==> src/rtl/secuenciador_programa_if.sv <==
// secuenciador_programa_if: program-memory and execution-datapath bus of the sequencer
interface secuenciador_programa_if #(
  parameter int ADDR_W  = 11,
  parameter int INSTR_W = 22
);
  logic [ADDR_W-1:0]  mem_addr;
  logic [INSTR_W-1:0] mem_data;
  logic               exec_valid;
  logic [4:0]         exec_op;
  logic [2:0]         exec_fa;
  logic [2:0]         exec_fb;
  logic [10:0]        exec_imm;
  logic               exec_done;
  logic               exec_neq;
  modport master (
    output mem_addr, exec_valid, exec_op, exec_fa, exec_fb, exec_imm,
    input  mem_data, exec_done, exec_neq
  );
  modport slave (
    input  mem_addr, exec_valid, exec_op, exec_fa, exec_fb, exec_imm,
    output mem_data, exec_done, exec_neq
  );
endinterface

==> src/rtl/secuenciador_programa.sv <==
// secuenciador_programa: fetch/decode/issue controller; STEP_MODE_EN adds single-step (step/step_wait)
module secuenciador_programa #(
  parameter int ADDR_W     = 11,
  parameter int INSTR_W    = 22,
  parameter int START_ADDR = 0,
  parameter int LAST_ADDR  = 2047
) (
  input  logic                  clk,
  input  logic                  rst,
  input  logic                  start,
`ifdef STEP_MODE_EN
  input  logic                  step,
  output logic                  step_wait,
`endif
  secuenciador_programa_if.master bus,
  output logic [ADDR_W-1:0]     pc,
  output logic                  busy,
  output logic                  halted,
  output logic                  err
);
  typedef enum logic [2:0] {IDLE, FETCH, DECODE, EXEC, HALT} state_t;
  localparam logic [ADDR_W-1:0] START = ADDR_W'(START_ADDR);
  localparam logic [ADDR_W-1:0] LAST  = ADDR_W'(LAST_ADDR);
  state_t              state_q, state_d;
  logic [ADDR_W-1:0]   pc_q, pc_d;
  logic [INSTR_W-1:0]  ir_q, ir_d;
  logic                err_q, err_d;
  logic                valid_q, busy_q, halted_q;
  logic                jump, inc, go, seq_end, tgt_bad;
  logic [4:0]          op;
  logic [10:0]         imm;
  assign op      = ir_q[21:17];
  assign imm     = ir_q[10:0];
  assign seq_end = pc_q == LAST;
  assign tgt_bad = int'(imm) > LAST_ADDR;
`ifdef STEP_MODE_EN
  logic step_wait_q;
  assign go        = step;
  assign step_wait = step_wait_q;
`else
  assign go = 1'b1;
`endif
  assign pc             = pc_q;
  assign busy           = busy_q;
  assign halted         = halted_q;
  assign err            = err_q;
  assign bus.mem_addr   = pc_q;
  assign bus.exec_valid = valid_q;
  assign bus.exec_op    = ir_q[21:17];
  assign bus.exec_fa    = ir_q[16:14];
  assign bus.exec_fb    = ir_q[13:11];
  assign bus.exec_imm   = ir_q[10:0];
  // next state: jump/inc select a branch or sequential PC update, which both halt at the boundary
  always_comb begin
    state_d = state_q;
    pc_d    = pc_q;
    ir_d    = ir_q;
    err_d   = err_q;
    jump    = 1'b0;
    inc     = 1'b0;
    unique case (state_q)
      IDLE:   if (start) begin pc_d = START; state_d = FETCH; end
      FETCH:  if (go) begin ir_d = bus.mem_data; state_d = DECODE; end
      DECODE: begin
        jump    = op == 5'h12;
        inc     = op == 5'h1F;
        state_d = op <= 5'h11 ? EXEC : HALT;
        err_d   = err_q | (op > 5'h12 && op < 5'h1F);
      end
      EXEC: if (bus.exec_done) begin
        jump = op == 5'h11 && bus.exec_neq;
        inc  = !(op == 5'h11 && bus.exec_neq);
      end
      HALT:   if (start) begin err_d = 1'b0; pc_d = START; state_d = FETCH; end
      default: state_d = IDLE;
    endcase
    if (jump) begin
      state_d = tgt_bad ? HALT : FETCH;
      err_d   = err_q | tgt_bad;
      pc_d    = tgt_bad ? pc_q : ADDR_W'(imm);
    end
    if (inc) begin
      state_d = seq_end ? HALT : FETCH;
      pc_d    = seq_end ? pc_q : pc_q + 1'b1;
    end
  end
  // state and registered status outputs, decoded from the next state so they align with it
  always_ff @(posedge clk or posedge rst) begin
    if (rst) begin
      state_q  <= IDLE;
      pc_q     <= START;
      ir_q     <= '0;
      err_q    <= 1'b0;
      valid_q  <= 1'b0;
      busy_q   <= 1'b0;
      halted_q <= 1'b0;
    end else begin
      state_q  <= state_d;
      pc_q     <= pc_d;
      ir_q     <= ir_d;
      err_q    <= err_d;
      valid_q  <= state_d == EXEC;
      busy_q   <= state_d inside {FETCH, DECODE, EXEC};
      halted_q <= state_d == HALT;
    end
  end
`ifdef STEP_MODE_EN
  // step_wait is high for every cycle spent in FETCH
  always_ff @(posedge clk or posedge rst) begin
    if (rst) step_wait_q <= 1'b0;
    else     step_wait_q <= state_d == FETCH;
  end
`endif
endmodule

==> src/flat_wrapper.sv <==
// flat-port wrapper written by rule: the top's interface ports become plain ports
module secuenciador_programa_flat 
#(
  parameter int ADDR_W     = 11,
  parameter int INSTR_W    = 22,
  parameter int START_ADDR = 0,
  parameter int LAST_ADDR  = 2047
)
  (clk, rst, start, pc, busy, halted, err, bus_mem_addr, bus_exec_valid, bus_exec_op, bus_exec_fa, bus_exec_fb, bus_exec_imm, bus_mem_data, bus_exec_done, bus_exec_neq);
  secuenciador_programa_if #(.ADDR_W(ADDR_W), .INSTR_W(INSTR_W)) bus_i ();
  input  logic clk;
  input  logic rst;
  input  logic start;
  output logic [ADDR_W-1:0] pc;
  output logic busy;
  output logic halted;
  output logic err;
  output wire logic [$bits(bus_i.mem_addr)-1:0] bus_mem_addr;
  output wire logic [$bits(bus_i.exec_valid)-1:0] bus_exec_valid;
  output wire logic [$bits(bus_i.exec_op)-1:0] bus_exec_op;
  output wire logic [$bits(bus_i.exec_fa)-1:0] bus_exec_fa;
  output wire logic [$bits(bus_i.exec_fb)-1:0] bus_exec_fb;
  output wire logic [$bits(bus_i.exec_imm)-1:0] bus_exec_imm;
  input wire logic [$bits(bus_i.mem_data)-1:0] bus_mem_data;
  input wire logic [$bits(bus_i.exec_done)-1:0] bus_exec_done;
  input wire logic [$bits(bus_i.exec_neq)-1:0] bus_exec_neq;
  assign bus_mem_addr = bus_i.mem_addr;
  assign bus_exec_valid = bus_i.exec_valid;
  assign bus_exec_op = bus_i.exec_op;
  assign bus_exec_fa = bus_i.exec_fa;
  assign bus_exec_fb = bus_i.exec_fb;
  assign bus_exec_imm = bus_i.exec_imm;
  assign bus_i.mem_data = bus_mem_data;
  assign bus_i.exec_done = bus_exec_done;
  assign bus_i.exec_neq = bus_exec_neq;
  secuenciador_programa #(.ADDR_W(ADDR_W), .INSTR_W(INSTR_W), .START_ADDR(START_ADDR), .LAST_ADDR(LAST_ADDR)) u_core (.clk(clk), .rst(rst), .start(start), .bus(bus_i), .pc(pc), .busy(busy), .halted(halted), .err(err));
endmodule
==> config.mk <==
export PLATFORM = sky130hd
export DESIGN_NAME = secuenciador_programa_flat
export DESIGN_NICKNAME = d
export VERILOG_FILES = /design/src/rtl/secuenciador_programa_if.sv /design/src/rtl/secuenciador_programa.sv /design/src/flat_wrapper.sv
export SDC_FILE = /design/constraint.sdc
export NUM_CORES = 1
export LEC_CHECK = 0
export CORE_MARGIN = 2
export CORE_UTILIZATION = 45
export CTS_CLUSTER_DIAMETER = 150
export DETAILED_ROUTE_END_ITERATION = 8
export PLACE_DENSITY = 0.77
export SLEW_MARGIN = 20
export SYNTH_ARGS = -nofsm -noshare
export SYNTH_HDL_FRONTEND = slang
export SYNTH_SLANG_ARGS = --single-unit
==> constraint.sdc <==
create_clock -name clk -period 2.1 [get_ports clk]
set_input_delay 0.42 -clock clk [delete_from_list [all_inputs] [get_ports clk]]
set_output_delay 0.42 -clock clk [all_outputs]
set_load 0.05 [all_outputs]
# Word-level counts from Yosys, hierarchy flattened
# Index checks and enable logic that the tools add are counted.
[totals]
reg_bits = 40
latch_bits = 0
ramBits = 0
mem_bits_ro = 0
out_inout_bits = 48
word_cells = 55
memories = 0
[op_classes]
addsub = 1
n_mul = 0
n_div = 0
n_lt_le_gt_ge = 3
n_eq_ne = 14
shifts = 0
muxes = 17
n_bitwise = 2
reduce_logical = 11
[op_table]
columns = ["cell", "n"]
rows = [
  ["$mux W11", 5],
  ["$eq A5 B5 Y1 const B", 3],
  ["$mux W3", 5],
  ["$eq A3 B2 Y1 const B", 4],
  ["$pmux W3 S4", 1],
  ["$add A11 B1 Y11 const B", 1],
  ["$eq A11 B11 Y1 const B", 1],
  ["$reduce_bool A3 Y1", 3],
  ["$eq A3 B1 Y1 const B", 2],
  ["$eq A3 B3 Y1 const B", 2],
  ["$pmux W1 S2", 3],
  ["$reduce_and A3 Y1", 2],
  ["$gt A5 B5 Y1 const B", 1],
  ["$le A5 B5 Y1 const B", 1],
  ["$lt A5 B5 Y1 const B", 1],
  ["$ne A2 B2 Y1 const B", 2],
  ["$logic_not A3 Y1", 1],
  ["$mux W1", 3],
  ["$logic_and A1 B1 Y1", 2],
  ["$reduce_bool A2 Y1", 1],
  ["$reduce_or A2 Y1", 1],
  ["$logic_not A1 Y1", 1],
  ["$not A1 Y1", 1],
  ["$or A1 B1 Y1", 1],
]

# Logic depth before layout (Yosys ltp)
# Gate-level depths: netlist of run 1.
[depth]
word_depth = 8
ltp_mapped = 7
ltp_nobuf = 6

# Worst setup path before layout of run 1
# Ideal clock, no wire load.
[synth_path]
path_type = "flip-flop to flip-flop"
start = "register u_core.pc_q[0], in the netlist u_core.bus.mem_addr[0]"
end = "register u_core.pc_q[0], in the netlist u_core.bus.mem_addr[0]"
arrival_time_ns = 2.185
required_time_ns = 1.975
path_slack_ns = -0.210
path_stages_with_launch = 7
synth_period_minus_slack_ns = 2.310
cell_sequence = "dfrtp_1 > ha_1 > nand3_2 > or4_4 > o21ai_4 > nand3_4 > mux2_4"
[synth_via]
elab_chain_cells = 3
[synth_lines]
columns = ["element", "line", "source"]
rows = [
  ["start, declared", "secuenciador_programa.sv:25", "logic [ADDR_W-1:0] pc_q, pc_d;"],
  ["start signal, assigned", "secuenciador_programa.sv:99", "pc_q <= pc_d;"],
  ["$add A11 B1 Y11 / $eq A11 B11 Y1 (equally long branches)", "secuenciador_programa.sv:84, secuenciador_programa.sv:34", ""],
  ["$mux W11 / $ne A2 B2 Y1 (equally long branches)", "--", ""],
  ["$mux W11 / $reduce_and A3 Y1 (equally long branches)", "--", ""],
]
# Several ways; a longest one is shown, not always the timed one. The select of a mux whose other input is x is not followed.
# A chain may end at the register's enable or synchronous reset.

# Final worst setup path of run 1
[layout_path]
start = "register u_core.ir_q[17]"
end = "output port bus_exec_op[0]"
[layout_rtl]
columns = ["element", "line", "source"]
rows = [
  ["start, declared", "secuenciador_programa.sv:26", "logic [INSTR_W-1:0] ir_q, ir_d;"],
  ["start signal, assigned", "secuenciador_programa.sv:100", "ir_q <= ir_d;"],
  ["end, declared", "flat_wrapper.sv:20", "output wire logic [$bits(bus_i.exec_op)-1:0] bus_exec_op;"],
]
# No word-level cell between the ends.

==> impl_metrics.json, run 1 <==
{
  "cpMaxStageDelayCell": "clkdlybuf4s50_1",
  "crit_path_max_fanout": 8,
  "die_h_um": 72.6,
  "maxSlewHeadroom": 0.655,
  "dp.final_hpwl_um": 3660,
  "row_count": 24,
  "crit_type": "register to primary output",
  "synth_top_area_share": 0.473,
  "finClkSkew_ns": 0.00815,
  "multi_input_area_um2": 975,
  "grt_max_degree": 41,
  "crit_arrival_ns": 1.60,
  "diodes": 0,
  "placed_area_um2": 2920,
  "layout_commonest_cell": "clkdlybuf4s50_1",
  "grt_usage": 0.199,
  "whs_ns": 0.477,
  "clock_path_buffers": 2,
  "gp_congestion": 0.789,
  "ys_seq_area_frac": 0.473,
  "crit_chain": "clkdlybuf4s50_1",
  "seq_area_um2": 1010,
  "critPathRequiredTime_ns": 1.68,
  "post-route-cell-area_um2": 3010,
  "utilization": 0.678,
  "finalSetupTns_ns": 0,
  "final_cell_mix": "clkdlybuf4s50_1 (72), dfrtp_1 (36), mux2_2 (22)",
  "critical_path_buf_inv_count": 1,
  "hold_path.class": "input pin to asynchronous set/reset pin",
  "h-tree-depth": 2,
  "min_period_over_period": 0.963,
  "synth_cells": 196,
  "clk_latency_ns": 0.29,
  "ys_ff_latch": 40,
  "cap_violations": 0,
  "fp.dieArea_um2": 5270,
  "yosys-top-cells-area": "dfrtp_1 (47%), mux2_2 (12%), buf_4 (4.3%)",
  "io-pin-count": 75,
  "grt_pass1_wl_um": 8070,
  "routedWlPerCell_um": 15.3,
  "hold_violations": 0,
  "numCtsBuffers": 5,
  "design.core.area_um2": 4440,
  "initial_core_util": 0.476,
  "grt_pass1_vias": 1673,
  "finalMaxSlewViolations": 0,
  "vias": 1742,
  "path_clk_slew_ns": 0.08,
  "postSynth.asyncResetShare": 1.00,
  "final-setup-viol-count": 0,
  "route.detailed.drc": 0,
  "cts_tree": "yes",
  "rsz0062_at_grt": "false",
  "ant_nets": 0,
  "drive_gt1_frac": 0.207,
  "outcome": "completed",
  "routed_wl_um": 4910,
  "final.fill_count": 357,
  "netlist_area_um2": 2120,
  "ys_types": 51,
  "die_width_um": 72.6,
  "synth_ff_type": "dfrtp_1",
  "avgSynthCellArea_um2": 10.8,
  "synth-edff-count": 0,
  "startpoint_type": "register",
  "drtIter0Drc": 110,
  "grt_overflow": 0,
  "post-route-min-period_ns": 2.02,
  "nNetsFinal": 297,
  "syn_nets": 224,
  "crit_family": "buffers and inverters",
  "area_growth_pct": 42.3,
  "viasPerCell": 5.41,
  "root_buffer": "clkbuf_8",
  "clock_sinks": 40,
  "fmax_mhz": 494,
  "antenna_found_initial": 0,
  "portBuffers": 74,
  "critPathMaxStageDelay_ns": 0.85,
  "firstDrtPassIters": 4,
  "yosys_warnings": 0,
  "yosysTopAreaCell": "dfrtp_1",
  "worst_pin_slew_ns": 0.517,
  "cp-end-kind": "primary output"
}
-- synth_stat cells, types with 2 or more instances --
cell type   n
and2_1      2
nor3b_1     2
nor2_1     17
buf_4      12
and2b_1     2
nand4_1     3
and2_2      2
a21oi_1     4
buf_2       3
dfrtp_1    40
mux2_2     22
nor3_1      4
a21o_1      2
inv_1      10
nand3_1     3
or3_1       2
o211ai_1    7
mux2_4      2
nor4_1      2
nand2_1    15
o21ai_0    10
-- path summary, 6_finish.rpt --
check                           slack [ns]                     end                   start  cells after the start
min in group clk                      0.51         u_core.ir_q[16]         u_core.ir_q[16]                      1
worst min register to register        0.51         u_core.ir_q[16]         u_core.ir_q[16]                      1
max in group asynchronous             1.41  u_core.bus.mem_addr[3]                     rst                      3
worst max-delay path                  0.08          bus_exec_op[0]         u_core.ir_q[17]                      1
worst max register to register        0.16  u_core.bus.mem_addr[0]  u_core.bus.mem_addr[0]                      6
worst min-delay path                  0.48          u_core.ir_q[2]                     rst                      3
-- kinds of logic (layout without fill, tap and decap cells) --
logic type | count (synthesis) | count (layout) | share of synthesized area
compound gates | 38 | 38 | 0.134
mux | 24 | 24 | 0.131
buf+inv | 27 | 101 | 0.0745
flops | 40 | 40 | 0.473
simple gates | 66 | 66 | 0.181
fa+ha+maj | 1 | 1 | 0.00591
-- area by class of cell --
cell class | instances | area share
sequential | 40 | 0.334
multi-input combinational | 129 | 0.324
timing repair buffer | 83 | 0.278
clock buffer | 8 | 0.0299
tap | 52 | 0.0216
inverter | 10 | 0.0125
-- sequential cells by signal (all words and copies together) (netlist names) --
name                   count
u_core.bus.exec_valid      1
u_core.bus.mem_addr       11
u_core.busy                1
u_core.err                 1
u_core.halted              1
u_core.ir_q               22
u_core.state_q             3
-- per-layer routing --
metal  GRT usage  routed length [µm]  up-vias
li1            -                   -      842
met1       0.285                2220      838
met2       0.295                2350       55
met3      0.0497                 248        7
met4      0.0679                  88        0
met5           0                   0        -
-- per-stage QoR --
step / cells / setup WS (ns)
floorplan: 196 / 0.0213
global placement: 314 / -0.0394
detailed placement: 314 / -0.0509
CTS: 322 / 0.00111
global route: 322 / 0.0176
finish: 322 / 0.0774
-- timing repair --
action / in CTS / in global routing
gates resized for setup: 0 / 2
hold buffers: 0 / 0
setup buffers: 0 / 0
setup endpoints to repair: 0 / 2
Power of run 1 is left out: the tool's default activity adds up to more than one toggle a clock period on the data nets, which glitch-free logic cannot reach.
==> run 2, diff against run 1 <==
--- a/config.mk
+++ b/config.mk
@@ -10,6 +10,7 @@
 export CTS_CLUSTER_DIAMETER = 150
 export DETAILED_ROUTE_END_ITERATION = 8
 export PLACE_DENSITY = 0.77
+export SETUP_SLACK_MARGIN = 0.5
 export SLEW_MARGIN = 20
 export SYNTH_ARGS = -nofsm -noshare
 export SYNTH_HDL_FRONTEND = slang
==> impl_metrics.json, run 2 (synthesized netlist as in run 1, its figures left out) <==
{
  "crit_path_max_fanout": 4,
  "largest_register_ff_count": 22,
  "fin_ws_ns": 0.287,
  "grt_overflow": 0,
  "portBuffers": 74,
  "drtIter0Drc": 172,
  "grt_pass1_wl_um": 8800,
  "cpMostUsedCell": "nand3_4",
  "cap_violations": 0,
  "clk_latency_ns": 0.30,
  "clock_sinks": 40,
  "min_period_over_period": 0.863,
  "critPathRequiredTime_ns": 2.29,
  "gp_congestion": 0.804,
  "finClkSkew_ns": 0.00528,
  "layout_commonest_cell": "dfrtp_1",
  "crit_cells": 6,
  "ant_nets": 0,
  "h-tree-depth": 2,
  "crit_end": "u_core.bus.mem_addr[1]",
  "timing.rr.start": "u_core.bus.mem_addr[0]",
  "crit_family": "simple AND/OR/NAND/NOR gates",
  "die_h_um": 72.6,
  "grt_pass1_vias": 1848,
  "final_cell_mix": "dfrtp_1 (29), buf_4 (26), clkdlybuf4s50_1 (25)",
  "rsz0062_at_grt": "true",
  "numCtsBuffers": 5,
  "r2r-end": "u_core.bus.mem_addr[1]",
  "diodes": 0,
  "worst_pin_slew_ns": 0.506,
  "hold_violations": 0,
  "final-setup-viol-count": 0,
  "post-place-ws_ns": -0.0188,
  "nNetsFinal": 319,
  "row_count": 24,
  "io-pin-count": 75,
  "path_clk_slew_ns": 0.08,
  "r2r_cells": 6,
  "firstDrtPassIters": 4,
  "grt_usage": 0.214,
  "crit_chain": "ha_4 -> nand3_4 -> or4_4 -> o21ai_4 -> nand3_4 -> mux2_4",
  "dp.final_hpwl_um": 3780,
  "post-route-min-period_ns": 1.81,
  "hold_path.class": "register to register",
  "outcome": "completed",
  "crit_type": "register to register",
  "crit_arrival_ns": 2.00,
  "cts_tree": "yes",
  "drive_gt1_frac": 0.479,
  "largest-register": "u_core.ir_q",
  "cp-end-kind": "register",
  "antenna_found_initial": 0,
  "routed_wl_um": 5590,
  "vias": 1877,
  "route.detailed.drc": 0,
  "root_buffer": "clkbuf_8",
  "viasPerCell": 5.46,
  "final.fill_count": 332,
  "startpoint": "u_core.bus.mem_addr[0]",
  "finalSetupTns_ns": 0,
  "routedWlPerCell_um": 16.2,
  "design.core.area_um2": 4440,
  "grt_max_degree": 41,
  "maxSlewHeadroom": 0.662,
  "finalMaxSlewViolations": 0,
  "area_growth_pct": 51.7,
  "startpoint_type": "register",
  "cpMaxStageDelayCell": "or4_4",
  "die_width_um": 72.6,
  "fmax_mhz": 552,
  "holdBufCountCts": 0,
  "initial_core_util": 0.476,
  "critical_path_buf_inv_count": 0,
  "rrSetupSlack_ns": 0.29,
  "fp.dieArea_um2": 5270,
  "clock_path_buffers": 2,
  "critPathMaxStageDelay_ns": 0.54
}
run 2: changes by cell type in the layout (fill, tap and decap cells not counted), sizes merged, moves of 5 or more:
cell	before	now
clkdlybuf4s50	72	25
buf	9	42
clkdlybuf4s15	0	25
dlygate4sd2	0	5
run 2: how the worst min path moves through the flow:
stage	startpoint	to	slack, ns	depth (start not counted)
after global routing	u_core.ir_q[14]	u_core.ir_q[14]	0.53	1
after CTS	u_core.ir_q[16]	u_core.ir_q[16]	0.51	1
after detailed placement	u_core.ir_q[16]	u_core.ir_q[16]	0.49	1
after floorplan	u_core.state_q[2]	u_core.err	0.54	1
final	u_core.ir_q[14]	u_core.ir_q[14]	0.51	1
after global placement	u_core.ir_q[7]	u_core.bus.mem_addr[7]	0.49	2
run 2: timing repair:
action | CTS | global route
setup endpoints to repair | 76 | 56
pin swaps | 12 | 10
gates cloned | 0 | 1
gates resized for setup | 146 | 32
buffers inserted | 8 | 12
run 2: layout make-up:
cell class	instances	area [µm²]	share of cell area
Multi-Input combinational cell	130	1060	0.332
Clock inverter	3	42.5	0.0133
Tap cell	52	65.1	0.0203
Timing Repair Buffer	104	917	0.286
Sequential cell	40	1010	0.316
Inverter	10	37.5	0.0117
Clock buffer	5	68.8	0.0214
run 2: metal layers:
layer	track usage	vias to the layer above	wire [µm]
met3	0.0511	8	251
met4	0.0638	0	82
li1	-	893	-
met2	0.355	56	2790
met5	0	-	0
met1	0.280	920	2460
run 2: per-stage QoR:
step / std cells / cell area, µm² / utilization / hold slack [ns]
6_report: 344 / 3210 / 0.722 / 0.511
5_1_grt: 344 / 3210 / 0.722 / 0.535
4_1_cts: 331 / 3140 / 0.707 / 0.514
3_5_place_dp: 315 / 2930 / 0.659 / 0.495
3_3_place_gp: 315 / 2930 / 0.659 / 0.488
2_1_floorplan: 196 / 2160 / - / 0.544
Power of run 2 is left out for the same reason.
==> run 3, diff against run 2 <==
--- a/config.mk
+++ b/config.mk
@@ -5,6 +5,7 @@
 export SDC_FILE = /design/constraint.sdc
 export NUM_CORES = 1
 export LEC_CHECK = 0
+export CORE_ASPECT_RATIO = 1.1
 export CORE_MARGIN = 2
 export CORE_UTILIZATION = 45
 export CTS_CLUSTER_DIAMETER = 150
==> impl_metrics.json, run 3 (synthesized netlist as in run 1, its figures left out) <==
{
  "crit_arrival_ns": 2.02,
  "nNetsFinal": 306,
  "numCtsBuffers": 5,
  "crit_path_max_fanout": 6,
  "row_count": 26,
  "path_clk_slew_ns": 0.08,
  "die_h_um": 75.9,
  "viasPerCell": 5.31,
  "grt_usage": 0.197,
  "min_period_over_period": 0.874,
  "design.core.area_um2": 4590,
  "gp_congestion": 0.897,
  "drtIter0Drc": 136,
  "multi_input_area_um2": 1010,
  "post-route-min-period_ns": 1.84,
  "clk_latency_ns": 0.29,
  "initial_core_util": 0.461,
  "root_buffer": "clkbuf_8",
  "final.fill_count": 379,
  "routedWlPerCell_um": 14.8,
  "critPathRequiredTime_ns": 2.28,
  "seq_area_um2": 1010,
  "min_from": "u_core.ir_q[14]",
  "die_width_um": 69.4,
  "r2r_cells": 6,
  "largest-register": "u_core.ir_q",
  "portBuffers": 74,
  "hold_path.class": "register to register",
  "grt_overflow": 0,
  "startpoint_type": "register",
  "crit_type": "register to register",
  "finalMaxSlewViolations": 0,
  "critical_path_buf_inv_count": 0,
  "rsz0062_at_grt": "true",
  "holdBufCountCts": 0,
  "grt_pass1_wl_um": 8410,
  "vias": 1779,
  "h-tree-depth": 2,
  "crit_family": "simple AND/OR/NAND/NOR gates",
  "grt_max_degree": 41,
  "critPathMaxStageDelay_ns": 0.54,
  "io-pin-count": 75,
  "hold_violations": 0,
  "route.detailed.drc": 0,
  "timing.rr.start": "u_core.bus.mem_addr[0]",
  "clock_sinks": 40,
  "min_to": "u_core.ir_q[14]",
  "diodes": 0,
  "clock_path_buffers": 2,
  "grt_pass1_vias": 1758,
  "cap_violations": 0,
  "finalSetupTns_ns": 0,
  "area_growth_pct": 45.1,
  "finClkSkew_ns": 0.00716,
  "worst_pin_slew_ns": 0.517,
  "cts_tree": "yes",
  "r2r-end": "u_core.bus.mem_addr[0]",
  "antenna_found_initial": 0,
  "dp.final_hpwl_um": 3510,
  "crit_chain": "ha_4 -> nand3_4 -> or4_4 -> o21ai_4 -> nand3_4 -> mux2_4",
  "final-setup-viol-count": 0,
  "final_cell_mix": "dfrtp_1 (29), clkdlybuf4s50_1 (25), clkdlybuf4s15_2 (24)",
  "cp-end-kind": "register",
  "hold_depth": 1,
  "layout_commonest_cell": "dfrtp_1",
  "cpMaxStageDelayCell": "or4_4",
  "maxSlewHeadroom": 0.655,
  "ant_nets": 0,
  "rrSetupSlack_ns": 0.26,
  "outcome": "completed",
  "routed_wl_um": 4950,
  "drive_gt1_frac": 0.444,
  "fmax_mhz": 545,
  "fp.dieArea_um2": 5270,
  "firstDrtPassIters": 5,
  "largest_register_ff_count": 22,
  "cpMostUsedCell": "nand3_4"
}
## run 3: changes by cell type in the layout (fill, tap and decap cells not counted), sizes merged
cell | previous run | this run
dlygate4sd2 | 5 | 2
a32o | 2 | 1
buf | 42 | 31
clkdlybuf4s15 | 25 | 29
clkdlybuf4s18 | 2 | 1
clkbuf | 10 | 9
## run 3: area by class of cell
cell class              count  share of cell area
inverters                  10              0.0122
repair buffers             92               0.268
clock inverters             3              0.0139
flip-flops and latches     40               0.331
multi-input cells         129               0.330
well taps                  56              0.0228
clock buffers               5              0.0224
## run 3: layer usage
metal  routed length, µm  share of wire  GRT usage
met1                2180           0.44      0.258
met2                2460           0.50      0.315
met3                 257          0.052     0.0439
met4                  53          0.011     0.0824
met5                   0              0          0
## run 3: timing repair
action,CTS,global route
endpoints found under the setup margin,65,57
gates cloned,0,0
setup buffers,8,1
hold endpoints to repair,0,0
pin swaps,9,4
resized for setup,142,30
## run 3: how the worst max path moves through the flow
stage | slack (ns) | depth (start not counted) | start | endpoint
finish | 0.26 | 6 | u_core.bus.mem_addr[0] | u_core.bus.mem_addr[0]
floorplan | 0.05 | 6 | u_core.bus.mem_addr[0] | u_core.bus.mem_addr[1]
CTS | 0.24 | 7 | u_core.bus.mem_addr[0] | u_core.bus.mem_addr[5]
detailed placement | 0.003 | 6 | bus_exec_neq | u_core.bus.mem_addr[1]
global placement | 0.04 | 6 | bus_exec_neq | u_core.bus.mem_addr[1]
global route | 0.18 | 6 | u_core.state_q[0] | u_core.bus.mem_addr[0]
## run 3: stage by stage
stage	instance area (µm²)	std cells	setup WS [ns]	util	hold WS [ns]
after floorplan	2160	196	0.0479	-	0.544
after global placement	2920	318	0.0355	0.637	0.489
after detailed placement	2920	318	0.00271	0.637	0.495
after CTS	3120	334	0.241	0.680	0.507
after global routing	3070	335	0.178	0.669	0.519
final	3070	335	0.265	0.669	0.508
## run 3: worst register-to-register path, stage by stage (launching register included)
cell and delay, ns:
dfrtp_2 0.40, ha_4 0.16, nand3_4 0.08, or4_4 0.54, o21ai_4 0.09, nand3_4 0.14, mux2_4 0.32
Power of run 3 is left out for the same reason.
